$ cat src/rtl/split_stim_gen.sv
`default_nettype none
// ============================================================================
//  Module   : split_stim_gen
//  Purpose  : Candidate-assignment generator for the split_* constraint
//             checker interface. It presents packed assignment vectors on
//             cand and samples the checker verdict chk_x after CHK_LAT
//             cycles. The search stops on the first satisfying assignment
//             or when the try budget runs out.
//  Ports    : clk, rst_n (async, active low)
//             start/seed/max_tries   - launch a search (sampled in IDLE only)
//             cand/cand_valid        - candidate presented to the checker
//             chk_x                  - checker verdict for cand
//             busy/done              - search in progress / one-cycle finish
//             found/sol/tries        - result of the last or current search
//  Options  : STIM_GEN_EXHAUSTIVE_EN - when defined, candidates enumerate
//             seed, seed+1, ... (zero seed allowed) instead of a Galois LFSR.
//  Revision : 1.0 - initial release
// ============================================================================
module split_stim_gen #(
    parameter int                VEC_W     = 32,
    parameter int                CNT_W     = 16,
    parameter int                CHK_LAT   = 0,
    parameter logic [VEC_W-1:0]  LFSR_TAPS = VEC_W'(32'h80200003)
) (
    input  logic             clk,
    input  logic             rst_n,
    input  logic             start,
    input  logic [VEC_W-1:0] seed,
    input  logic [CNT_W-1:0] max_tries,
    output logic [VEC_W-1:0] cand,
    output logic             cand_valid,
    input  logic             chk_x,
    output logic             busy,
    output logic             done,
    output logic             found,
    output logic [VEC_W-1:0] sol,
    output logic [CNT_W-1:0] tries
);

    // The wait counter needs at least one bit even for a combinational checker.
    localparam int                c_wait_w    = (CHK_LAT > 0) ? $clog2(CHK_LAT + 1) : 1;
    localparam logic [c_wait_w-1:0] c_wait_last = c_wait_w'(CHK_LAT);

    typedef enum logic [1:0] {
        ST_IDLE   = 2'd0,
        ST_DRIVE  = 2'd1,
        ST_FINISH = 2'd2
    } state_t;

    state_t              r_state,  w_state_nxt;
    logic [VEC_W-1:0]    r_cand,   w_cand_nxt;
    logic [VEC_W-1:0]    r_sol,    w_sol_nxt;
    logic [CNT_W-1:0]    r_tries,  w_tries_nxt;
    logic [CNT_W-1:0]    r_max,    w_max_nxt;
    logic [c_wait_w-1:0] r_wait,   w_wait_nxt;
    logic                r_found,  w_found_nxt;

    logic [VEC_W-1:0]    w_seed_eff;
    logic [VEC_W-1:0]    w_cand_step;
    logic [CNT_W-1:0]    w_tries_inc;
    logic                w_sample;

`ifdef STIM_GEN_EXHAUSTIVE_EN
    // Plain enumeration: zero is a legitimate starting point.
    assign w_seed_eff  = seed;
    assign w_cand_step = r_cand + 1'b1;
`else
    // An all-zero state would lock the LFSR, so a zero seed becomes all-ones.
    assign w_seed_eff  = (seed == '0) ? '1 : seed;
    assign w_cand_step = r_cand[0] ? ((r_cand >> 1) ^ LFSR_TAPS) : (r_cand >> 1);
`endif

    assign w_tries_inc = r_tries + 1'b1;
    // The verdict is only trusted once the checker latency has elapsed.
    assign w_sample    = (r_wait == c_wait_last);

    // ------------------------------------------------------------------------
    // State and datapath registers
    // ------------------------------------------------------------------------
    always_ff @(posedge clk or negedge rst_n) begin
        if (!rst_n) begin
            r_state <= ST_IDLE;
            r_cand  <= '0;
            r_sol   <= '0;
            r_tries <= '0;
            r_max   <= '0;
            r_wait  <= '0;
            r_found <= 1'b0;
        end else begin
            r_state <= w_state_nxt;
            r_cand  <= w_cand_nxt;
            r_sol   <= w_sol_nxt;
            r_tries <= w_tries_nxt;
            r_max   <= w_max_nxt;
            r_wait  <= w_wait_nxt;
            r_found <= w_found_nxt;
        end
    end

    // ------------------------------------------------------------------------
    // Next-state and output decode
    // ------------------------------------------------------------------------
    always_comb begin
        w_state_nxt = r_state;
        w_cand_nxt  = r_cand;
        w_sol_nxt   = r_sol;
        w_tries_nxt = r_tries;
        w_max_nxt   = r_max;
        w_wait_nxt  = r_wait;
        w_found_nxt = r_found;
        cand_valid  = 1'b0;
        busy        = 1'b0;
        done        = 1'b0;

        case (r_state)
            ST_IDLE: begin
                if (start) begin
                    w_max_nxt   = max_tries;
                    w_found_nxt = 1'b0;
                    w_sol_nxt   = '0;
                    w_tries_nxt = '0;
                    w_wait_nxt  = '0;
                    w_cand_nxt  = w_seed_eff;
                    // A zero budget finishes without presenting anything.
                    w_state_nxt = (max_tries == '0) ? ST_FINISH : ST_DRIVE;
                end
            end

            ST_DRIVE: begin
                cand_valid = 1'b1;
                busy       = 1'b1;
                if (w_sample) begin
                    w_tries_nxt = w_tries_inc;
                    if (chk_x) begin
                        w_sol_nxt   = r_cand;
                        w_found_nxt = 1'b1;
                        w_state_nxt = ST_FINISH;
                    end else if (w_tries_inc == r_max) begin
                        // Budget exhausted; tries stops at max_tries.
                        w_state_nxt = ST_FINISH;
                    end else begin
                        w_cand_nxt = w_cand_step;
                        w_wait_nxt = '0;
                    end
                end else begin
                    w_wait_nxt = r_wait + 1'b1;
                end
            end

            ST_FINISH: begin
                done        = 1'b1;
                w_state_nxt = ST_IDLE;
            end

            default: begin
                w_state_nxt = ST_IDLE;
            end
        endcase
    end

    assign cand  = r_cand;
    assign sol   = r_sol;
    assign tries = r_tries;
    assign found = r_found;

endmodule
`default_nettype wire

$ cat config.mk
export PLATFORM = sky130hd
export DESIGN_NAME = split_stim_gen
export DESIGN_NICKNAME = d
export VERILOG_FILES = /design/src/rtl/split_stim_gen.sv
export SDC_FILE = /design/constraint.sdc
export NUM_CORES = 1
export LEC_CHECK = 0
export CAP_MARGIN = 5
export CORE_AREA = 2 2 116 107
export DETAILED_ROUTE_END_ITERATION = 8
export DIE_AREA = 0 0 118 109
export PLACE_DENSITY = 0.71
export RECOVER_POWER = 25
export SLEW_MARGIN = 15
export SYNTH_ARGS = -nofsm -noshare
export SYNTH_HDL_FRONTEND = slang
export SYNTH_SLANG_ARGS = --single-unit
$ cat constraint.sdc
create_clock -name clk -period 7.55 [get_ports clk]
set_clock_uncertainty 0.2 [all_clocks]
set_input_delay 1.1325 -clock clk [delete_from_list [all_inputs] [get_ports clk]]
set_output_delay 1.1325 -clock clk [all_outputs]
set_load 0.02 [all_outputs]
==> impl_metrics.tcl, run 1 <==
set metrics [dict create \
    numPortBuffers 135 \
    slowest_delay_ns 0.62 \
    max_freq_mhz 279 \
    final_net_count 680 \
    peakVddDrop_uv 399 \
    crit_path_end_kind "flop" \
    grt_pass1_vias 4503 \
    vias 4658 \
    violations "capacitance limit, slew limit" \
    wl_per_cell_microns 18.4 \
    gr-total-overflow 0 \
    synth.yosys.seq_area_share 0.479 \
    firstDrtPassIters 5 \
    endpoint "cand[22]$_DFFE_PN0P_" \
    dp.cells 776 \
    crit_chain "ha_1 > nand4_2 > nor3_4 > mux2_2 > o31ai_1 > a21oi_2 > o21ai_4 > o221a_2 > a221o_1" \
    slew_viol_final 37 \
    synth_cell_types 62 \
    num_rows 38 \
    r2r-end "cand[22]$_DFFE_PN0P_" \
    fp.dieArea_sq_mm 0.0129 \
    relSlewSlack -0.260 \
    gp_congestion 0.836 \
    cts_setup_buffers 0 \
    clkLatencyLatePin_ns 0.34 \
    p_int_mw 1.79 \
    tightest_slew_ns 1.89 \
    synthToLayoutAreaGrowth_pct 32.6 \
    core_area_sq_mm 0.0117 \
    grt_pass1_wl_microns 23600 \
    combPwrFrac 0.513 \
    setup_violations 0 \
    root_buffer "clkbuf_16" \
    critPathLaunchType "flop" \
    finalCriticalPeriod_ns 3.59 \
    synth_flop_cell "dfrtp_1" \
    via_per_inst 5.89 \
    grt_antenna_before_repair 0 \
    antenna_cells 0 \
    ant_nets 0 \
    critPathMaxFanout 30 \
    cts.sink_count 99 \
    synth_most_common_cell "nand2_1" \
    clk_pin_slew_ns 0.07 \
    syn_avg_cell_area_sq_um 9.94 \
    pwr-share-clk 0.163 \
    synth-edff-count 0 \
    status "finished, violations left" \
    cts_resized 0 \
    drc 0 \
    cts_buffers 9 \
    ctsHoldBuffers 0 \
    synth_seq_cells 99 \
    drive_gt1_frac 0.117 \
    io_pins 136 \
    wirelength_microns 14600 \
    die_w_microns 118 \
    path_class "reg -> reg" \
    synthCells 520 \
    hpwl_microns 10100 \
    initialDrtViolationCount 370 \
    syn-cell-area_sq_mm 0.00517 \
    yosysTopAreaCell "dfrtp_1" \
    hold_viol 0 \
    fp.dieH_microns 109 \
    power_density_mw_per_mm2 453 \
    synth_top_cell_area_share 0.479 \
    initial_core_util 0.440 \
    worst_ep_required_time_ns 7.63 \
    crit_start "tries[0]$_DFFE_PN0P_" \
    rsz0062_at_grt "no" \
    netSwitchingFraction 0.425 \
    post-route-period-util 0.476 \
    yosys-top-cells-area "dfrtp_1, nand2_1, o221a_2" \
    holdWs_ns 0.279 \
    arrival_ns 3.67 \
    p_switching_mw 1.32 \
    synth_common_cells "nand2_1, dfrtp_1, o21ai_0, a221o_1, o221a_2" \
    slowest_stage "o21ai_4" \
    finalNonFillerCells 791 \
    cts_tree "yes" \
    setup_tns_ns 0 \
    r2r_slack_ns 3.96 \
    cap_violations 1 \
    grt_max_degree 65 \
    fillers 1019 \
    utilization 0.584 \
    syn_nets 573 \
    cts-htree-levels 3 \
    clk_path_buf_depth 2 \
    grtUsageTotal 0.230 \
    rr_startpoint "tries[0]$_DFFE_PN0P_" \
    synth_warnings 0 \
    hold_class "reg -> reg" \
    sequentialPowerShare 0.324 \
    reg2regPathDepth 9 \
    async_reset_ff_frac 1.00 \
    leakagePower_nw 2.80 \
]
worst min path at each step:
stage                              start                   end  slack [ns]  cells past startpoint
floorplan           r_max[0]$_DFFE_PN0P_  r_max[0]$_DFFE_PN0P_        0.27                      2
global placement     sol[29]$_DFFE_PN0P_   sol[29]$_DFFE_PN0P_        0.26                      2
detailed placement   sol[14]$_DFFE_PN0P_   sol[14]$_DFFE_PN0P_        0.27                      2
CTS                  sol[29]$_DFFE_PN0P_   sol[29]$_DFFE_PN0P_        0.29                      2
global route         sol[22]$_DFFE_PN0P_   sol[22]$_DFFE_PN0P_        0.31                      1
finish               sol[29]$_DFFE_PN0P_   sol[29]$_DFFE_PN0P_        0.28                      2
layer usage:
| layer | share of wire | vias up | wire, microns | global-route usage |
|---|---|---|---|---|
| met1 | 0.46 | 2296 | 6630 | 0.320 |
| met4 | 0.020 | 0 | 293 | 0.0869 |
| li1 | - | 2141 | - | - |
| met3 | 0.071 | 25 | 1030 | 0.0492 |
| met2 | 0.45 | 196 | 6610 | 0.354 |
| met5 | 0 | - | 0 | 0 |
power groups by stage:
| stage | clock (mW) | sequential, mW | combinational, mW |
|---|---|---|---|
| final | 0.508 | 1.01 | 1.59 |
| after global routing | 0.534 | 1.04 | 1.73 |
| after CTS | 0.515 | 1.00 | 1.60 |
| after detailed placement | 0 | 1.01 | 1.59 |
| after global placement | 0 | 1.00 | 1.55 |
| after floorplan | 0 | 1.15 | 0.858 |
sequential cells by signal, summed over array words and instances (netlist names):
name and flops:
r_max 16, cand 32, r_state 2, found 1, tries 16, sol 32
cell families (layout without fill, tap and decap cells):
kind of cell               after synthesis  count (layout)  share of synthesized area
AOI/OAI and AO/OA                      152             152                      0.234
xor gates and xnor gates                21              21                     0.0356
adders and majority gates                1               1                    0.00242
buffers and inverters                   46             157                     0.0511
DFF                                     99              99                      0.479
muxes                                    2               2                    0.00411
and+or+nand+nor                        199             199                      0.194
layout make-up:
class	count	area (sq um)	share of cell area
Clock inverter	5	85.1	0.0124
Clock buffer	10	239	0.0349
Inverter	2	7.51	0.00110
Sequential cell	99	2480	0.361
Timing Repair Buffer	140	1380	0.202
Multi-Input combinational cell	375	2460	0.359
Tap cell	160	200	0.0292
metrics by stage:
| stage | cell area [sq um] | setup WS (ns) | power (mW) |
|---|---|---|---|
| detailed placement | 6520 | 3.65 | 2.60 |
| global route | 6850 | 3.67 | 3.30 |
| finish | 6850 | 3.96 | 3.11 |
| CTS | 6840 | 3.62 | 3.11 |
| global placement | 6520 | 3.77 | 2.55 |
| floorplan | 5170 | 4.43 | 2.01 |
critical path, delay by kind of cell (launching register included):
kind | cells | cell delay, ns
and+or+nand+nor | 2 | 0.56
DFF | 1 | 0.53
muxes | 1 | 0.37
adders and majority gates | 1 | 0.40
AOI/OAI and AO/OA | 5 | 1.45
cells in the final DEF, fill, tap and decap left out, types with 2 or more instances in the layout:
cell / Yosys / routed
xor2_1: 7 / 7
a32o_1: 3 / 3
a21oi_4: 1 / 2
nor2_1: 16 / 16
clkbuf_16: 0 / 9
a221o_1: 30 / 30
nor2b_1: 2 / 2
a31oi_1: 5 / 5
a21o_1: 4 / 4
nor4_2: 2 / 2
clkdlybuf4s50_1: 0 / 134
o22ai_1: 2 / 2
dfrtp_1: 99 / 99
nor4_1: 12 / 12
or3_1: 3 / 3
buf_4: 2 / 5
bufinv_16: 0 / 2
nand3_1: 9 / 9
nand4_1: 4 / 4
nor3_1: 2 / 2
a22o_1: 3 / 3
nand2_1: 127 / 127
o31ai_1: 6 / 6
o21ai_0: 51 / 51
nor4b_1: 2 / 2
a21oi_1: 5 / 4
nor4_4: 2 / 2
o221a_2: 30 / 30
xnor2_1: 14 / 14
(Power assumes the default switching activity.)
==> inputs of run 2 (changes only) <==
==> constraint.sdc (replaced) <==
create_clock -name clk -period 3.5 [get_ports clk]
set_clock_uncertainty 0.2 [all_clocks]
set_input_delay 0.525 -clock clk [delete_from_list [all_inputs] [get_ports clk]]
set_output_delay 0.525 -clock clk [all_outputs]
set_load 0.02 [all_outputs]
==> run 2 against run 1 <==
  * The run still ends with capacitance limit, slew limit left
  * Clock-buffer cell count rose by 3
  * Combinational power rose by 120%
  * Global-route usage rose by 0.46 points
  * Power rose by 110%
  * Die area did not move
  * Core utilization rose by 0.40 points
  * First-iteration DRC count rose by 40%
  * Setup slack got worse by 3.6 ns
  * Via count fell by 0.19%
  * Final area rose by 0.69%
  * Clock power rose by 90%
  * Critical path depth fell by 1
  * Critical endpoint is now cand[11]$_DFFE_PN0P_
  * Largest cell class unchanged
  * Highest routed layer unchanged
==> impl_metrics.tcl, run 2 (synthesized netlist as in run 1, its figures left out) <==
set metrics [dict create \
    wl_per_cell_microns 18.2 \
    drive_gt1_frac 0.133 \
    power_density_mw_per_mm2 957 \
    initial_core_util 0.440 \
    leakagePower_nw 2.84 \
    fp.dieH_microns 109 \
    violations "capacitance limit, slew limit" \
    final_common_cell "clkdlybuf4s50_1" \
    antenna_cells 0 \
    arrival_ns 3.27 \
    cts_buffers 9 \
    numPortBuffers 135 \
    postPlaceCellArea_sq_mm 0.00663 \
    r2r_slack_ns 0.32 \
    ctsHoldBuffers 0 \
    fp.dieArea_sq_mm 0.0129 \
    netSwitchingFraction 0.430 \
    finalCriticalPeriod_ns 3.18 \
    utilization 0.588 \
    wirelength_microns 14700 \
    fillers 999 \
    slowest_stage "o21ai_4" \
    hpwl_microns 10100 \
    cts_resized 1 \
    pwr-share-clk 0.146 \
    peakVddDrop_uv 480 \
    critPathLaunchType "flop" \
    root_buffer "clkbuf_16" \
    grt_pass1_vias 4449 \
    critPathTopFamily "compound AO/OA/AOI/OAI gates" \
    grt_pass1_wl_microns 23600 \
    cts_setup_buffers 0 \
    cts.sink_count 99 \
    clk_pin_slew_ns 0.07 \
    final_net_count 693 \
    firstDrtPassIters 7 \
    synthToLayoutAreaGrowth_pct 33.5 \
    preCtsSetupSlack_ns 0.0252 \
    grtUsageTotal 0.234 \
    final_cell_mix "clkdlybuf4s50_1, nand2_1, dfrtp_1" \
    hold_viol 0 \
    max_freq_mhz 314 \
    io_pins 136 \
    slowest_delay_ns 0.62 \
    path_buf_inv 0 \
    hold_class "reg -> reg" \
    gp_congestion 0.809 \
    via_per_inst 5.78 \
    worst_ep_required_time_ns 3.59 \
    crit_path_end_kind "flop" \
    rsz0062_at_grt "no" \
    reg2regPathDepth 8 \
    slew_viol_final 100 \
    num_rows 38 \
    p_switching_mw 2.84 \
    clk_path_buf_depth 2 \
    ant_nets 0 \
    setup_tns_ns 0 \
    die_w_microns 118 \
    cts-htree-levels 3 \
    crit_chain "nand4_2 > nor3_4 > mux2_2 > o31ai_1 > a21oi_2 > o21ai_4 > o221a_2 > a221o_1" \
    tightest_slew_ns 2.44 \
    drc 0 \
    relSlewSlack -0.625 \
    post-route-period-util 0.909 \
    critPathMaxFanout 30 \
    combPwrFrac 0.528 \
    p_int_mw 3.77 \
    vias 4649 \
    crit_cells 8 \
    hold_depth 2 \
    cts_tree "yes" \
    status "finished, violations left" \
    sequentialPowerShare 0.326 \
    power_mw 6.61 \
    initialDrtViolationCount 518 \
    path_class "reg -> reg" \
    final_cell_area_sq_mm 0.00690 \
    grt_max_degree 100 \
    setup_violations 0 \
    gr-total-overflow 0 \
    cap_violations 1 \
    grt_antenna_before_repair 0 \
    core_area_sq_mm 0.0117 \
    clkLatencyLatePin_ns 0.35 \
    timing.final.ws_setup_ns 0.317 \
]
==> run 2: per-layer routing <==
metal | part of all wire | track usage
met5 | 0 | 0
met4 | 0.022 | 0.105
met3 | 0.070 | 0.0554
met2 | 0.45 | 0.356
met1 | 0.46 | 0.321
==> run 2: final cells by class <==
class | count | area (sq um) | area share
inverter | 2 | 7.51 | 0.00109
tap | 160 | 200 | 0.0290
timing repair buffer | 153 | 1480 | 0.215
multi-input combinational | 375 | 2450 | 0.356
clock buffer | 13 | 260 | 0.0377
clock inverter | 3 | 21.3 | 0.00308
sequential | 99 | 2480 | 0.359
==> run 2: power groups by stage <==
| stage | registers [mW] | logic (mW) | clock network (mW) |
|---|---|---|---|
| 6_report | 2.16 | 3.49 | 0.964 |
| 5_1_grt | 2.23 | 3.79 | 1.02 |
| 4_1_cts | 2.15 | 3.50 | 0.975 |
| 3_5_place_dp | 2.17 | 3.48 | 0 |
| 3_3_place_gp | 2.15 | 3.41 | 0 |
| 2_1_floorplan | 2.48 | 1.85 | 0 |
==> run 2: path summary, 6_finish.rpt <==
path / to / startpoint
hold reg to reg: sol[27]$_DFFE_PN0P_ / sol[27]$_DFFE_PN0P_
max in group asynchronous: cand[12]$_DFFE_PN0P_ / rst_n
setup / recovery: cand[11]$_DFFE_PN0P_ / tries[2]$_DFFE_PN0P_
min in group asynchronous: sol[0]$_DFFE_PN0P_ / rst_n
setup reg to reg: cand[11]$_DFFE_PN0P_ / tries[2]$_DFFE_PN0P_
hold / removal: sol[27]$_DFFE_PN0P_ / sol[27]$_DFFE_PN0P_
==> run 2: worst min-delay path, cell delays in order (launching register included) <==
cell and delay (ns):
dfrtp_1 0.34, nand2_1 0.04, o21ai_0 0.06
==> run 2: metrics by stage <==
stage | hold WS (ns) | instances
6_report | 0.277 | 805
5_1_grt | 0.308 | 805
4_1_cts | 0.0570 | 805
3_5_place_dp | 0.270 | 789
3_3_place_gp | 0.263 | 789
2_1_floorplan | 0.0294 | 520
==> inputs of run 3 (changes only) <==
--- a/config.mk
+++ b/config.mk
@@ -6,10 +6,10 @@
 export NUM_CORES = 1
 export LEC_CHECK = 0
 export CAP_MARGIN = 5
-export CORE_AREA = 2 2 116 107
+export CORE_AREA = 2 2 112 103
 export DETAILED_ROUTE_END_ITERATION = 8
-export DIE_AREA = 0 0 118 109
-export PLACE_DENSITY = 0.71
+export DIE_AREA = 0 0 114 105
+export PLACE_DENSITY = 0.76
 export RECOVER_POWER = 25
 export SLEW_MARGIN = 15
 export SYNTH_ARGS = -nofsm -noshare
==> run 3 against run 2 <==
  * The flow still finishes with violations (capacitance limit, slew limit)
  * Clock power is 12% higher
  * Register-to-register slack better by 0.13 ns
  * Cell count down 3.2%
  * Combinational power up 1%
  * Highest routed layer unchanged
==> impl_metrics.tcl, run 3 (synthesized netlist as in run 1, its figures left out) <==
set metrics [dict create \
    status "finished, violations left" \
    violations "capacitance limit, slew limit" \
    numPortBuffers 135 \
    clkLatencyLatePin_ns 0.34 \
    hpwl_microns 10100 \
    antenna_cells 0 \
    io_pins 136 \
    via_per_inst 6.05 \
    crit_path_end_kind "flop" \
    finalCriticalPeriod_ns 3.05 \
    num_rows 36 \
    ctsHoldBuffers 0 \
    final_cell_area_sq_mm 0.00693 \
    path_class "reg -> reg" \
    fp.dieArea_sq_mm 0.0120 \
    initialDrtViolationCount 440 \
    clk_pin_slew_ns 0.07 \
    peakVddDrop_uv 397 \
    post-route-period-util 0.872 \
    relSlewSlack -0.120 \
    firstDrtPassIters 4 \
    hold_viol 0 \
    grt_pass1_wl_microns 23300 \
    final_net_count 694 \
    leakagePower_nw 2.86 \
    final_cell_mix "clkdlybuf4s50_1, nand2_1, dfrtp_1" \
    max_freq_mhz 328 \
    hold_class "reg -> reg" \
    wl_per_cell_microns 18.6 \
    core_area_sq_mm 0.0107 \
    final_common_cell "clkdlybuf4s50_1" \
    grtUsageTotal 0.244 \
    seqCellArea_sq_mm 0.00248 \
    fp.dieH_microns 105 \
    arrival_ns 3.13 \
    cap_violations 1 \
    setup_violations 0 \
    drc 0 \
    wirelength_microns 14500 \
    clk_path_buf_depth 2 \
    worst_ep_required_time_ns 3.57 \
    cts_buffers 9 \
    fillers 857 \
    cts_setup_buffers 0 \
    vias 4710 \
    slew_viol_final 69 \
    grt_pass1_vias 4484 \
    grt_antenna_before_repair 0 \
    initial_core_util 0.482 \
    ant_nets 0 \
    setup_tns_ns 0 \
    cts_resized 0 \
    gp_congestion 0.889 \
    die_w_microns 114 \
    drive_gt1_frac 0.136 \
    power_density_mw_per_mm2 976 \
    gr-total-overflow 0 \
    synthToLayoutAreaGrowth_pct 34.0 \
    grt_max_degree 69 \
    rsz0062_at_grt "no" \
    multi_input_area_sq_mm 0.00246 \
    root_buffer "clkbuf_16" \
    postPlaceCellArea_sq_mm 0.00660 \
    cts.sink_count 99 \
    tightest_slew_ns 1.68 \
    cts_tree "yes" \
    cts-htree-levels 3 \
    critPathLaunchType "flop" \
    critPathMaxFanout 31 \
]
[run 3: changes by cell type in the layout (fill, tap and decap cells not counted), sizes merged]
cell / previous run / this run
clkinv: 2 / 1
clkbuf: 15 / 12
clkinvlp: 1 / 2
inv: 2 / 3
bufinv: 0 / 2
buf: 17 / 18
[run 3: power by group]
group          internal, mW  total [mW]  switching [mW]  leakage (nW)
logic                  1.63        3.53            1.89          1.45
clock network         0.629        1.08           0.452         0.149
registers              1.64        2.15           0.514          1.26
total                  3.90        6.76            2.86          2.86
[run 3: routing by layer]
layer	track usage	vias to the layer above	routed length, microns
met5	0	-	0
met4	0.0845	0	312
met3	0.0371	26	1010
met2	0.386	210	6840
met1	0.343	2305	6360
li1	-	2169	-
[run 3: layout make-up]
| cell class | instances | area share |
|---|---|---|
| clock buffer | 10 | 0.0331 |
| clock inverter | 6 | 0.0128 |
| inverter | 2 | 0.00108 |
| multi-input combinational | 375 | 0.355 |
| sequential | 99 | 0.358 |
| tap | 133 | 0.0240 |
| timing repair buffer | 154 | 0.216 |
[run 3: worst paths after layout]
path,cells after the start,start,slack (ns),endpoint
max in group asynchronous,2,rst_n,1.12,cand[11]$_DFFE_PN0P_
worst max-delay path,10,tries[1]$_DFFE_PN0P_,0.45,cand[9]$_DFFE_PN0P_
worst max register to register,10,tries[1]$_DFFE_PN0P_,0.45,cand[9]$_DFFE_PN0P_
worst min-delay path,2,sol[30]$_DFFE_PN0P_,0.28,sol[30]$_DFFE_PN0P_
worst min register to register,2,sol[30]$_DFFE_PN0P_,0.28,sol[30]$_DFFE_PN0P_
min in group asynchronous,1,rst_n,0.41,sol[28]$_DFFE_PN0P_
[run 3: per-stage QoR]
stage          hold slack [ns]  std cells  power (mW)  utilization  setup WS (ns)
6_report                 0.283        779        6.76        0.646          0.447
5_1_grt                  0.308        779        7.14        0.646          0.296
4_1_cts                  0.127        779        6.75        0.645          0.117
3_5_place_dp             0.271        763        5.68        0.616          0.162
3_3_place_gp             0.263        763        5.55        0.616          0.226
2_1_floorplan           0.0294        520        4.33            -          0.381
[run 3: critical path, stage by stage (launching register included)]
cell and delay [ns]:
dfrtp_1 0.37, ha_1 0.23, buf_4 0.17, nand3_1 0.21
nor4_2 0.42, xnor2_1 0.13, nor4_2 0.24, and4_4 0.31
a21oi_4 0.10, nor2_8 0.36, a221o_1 0.24
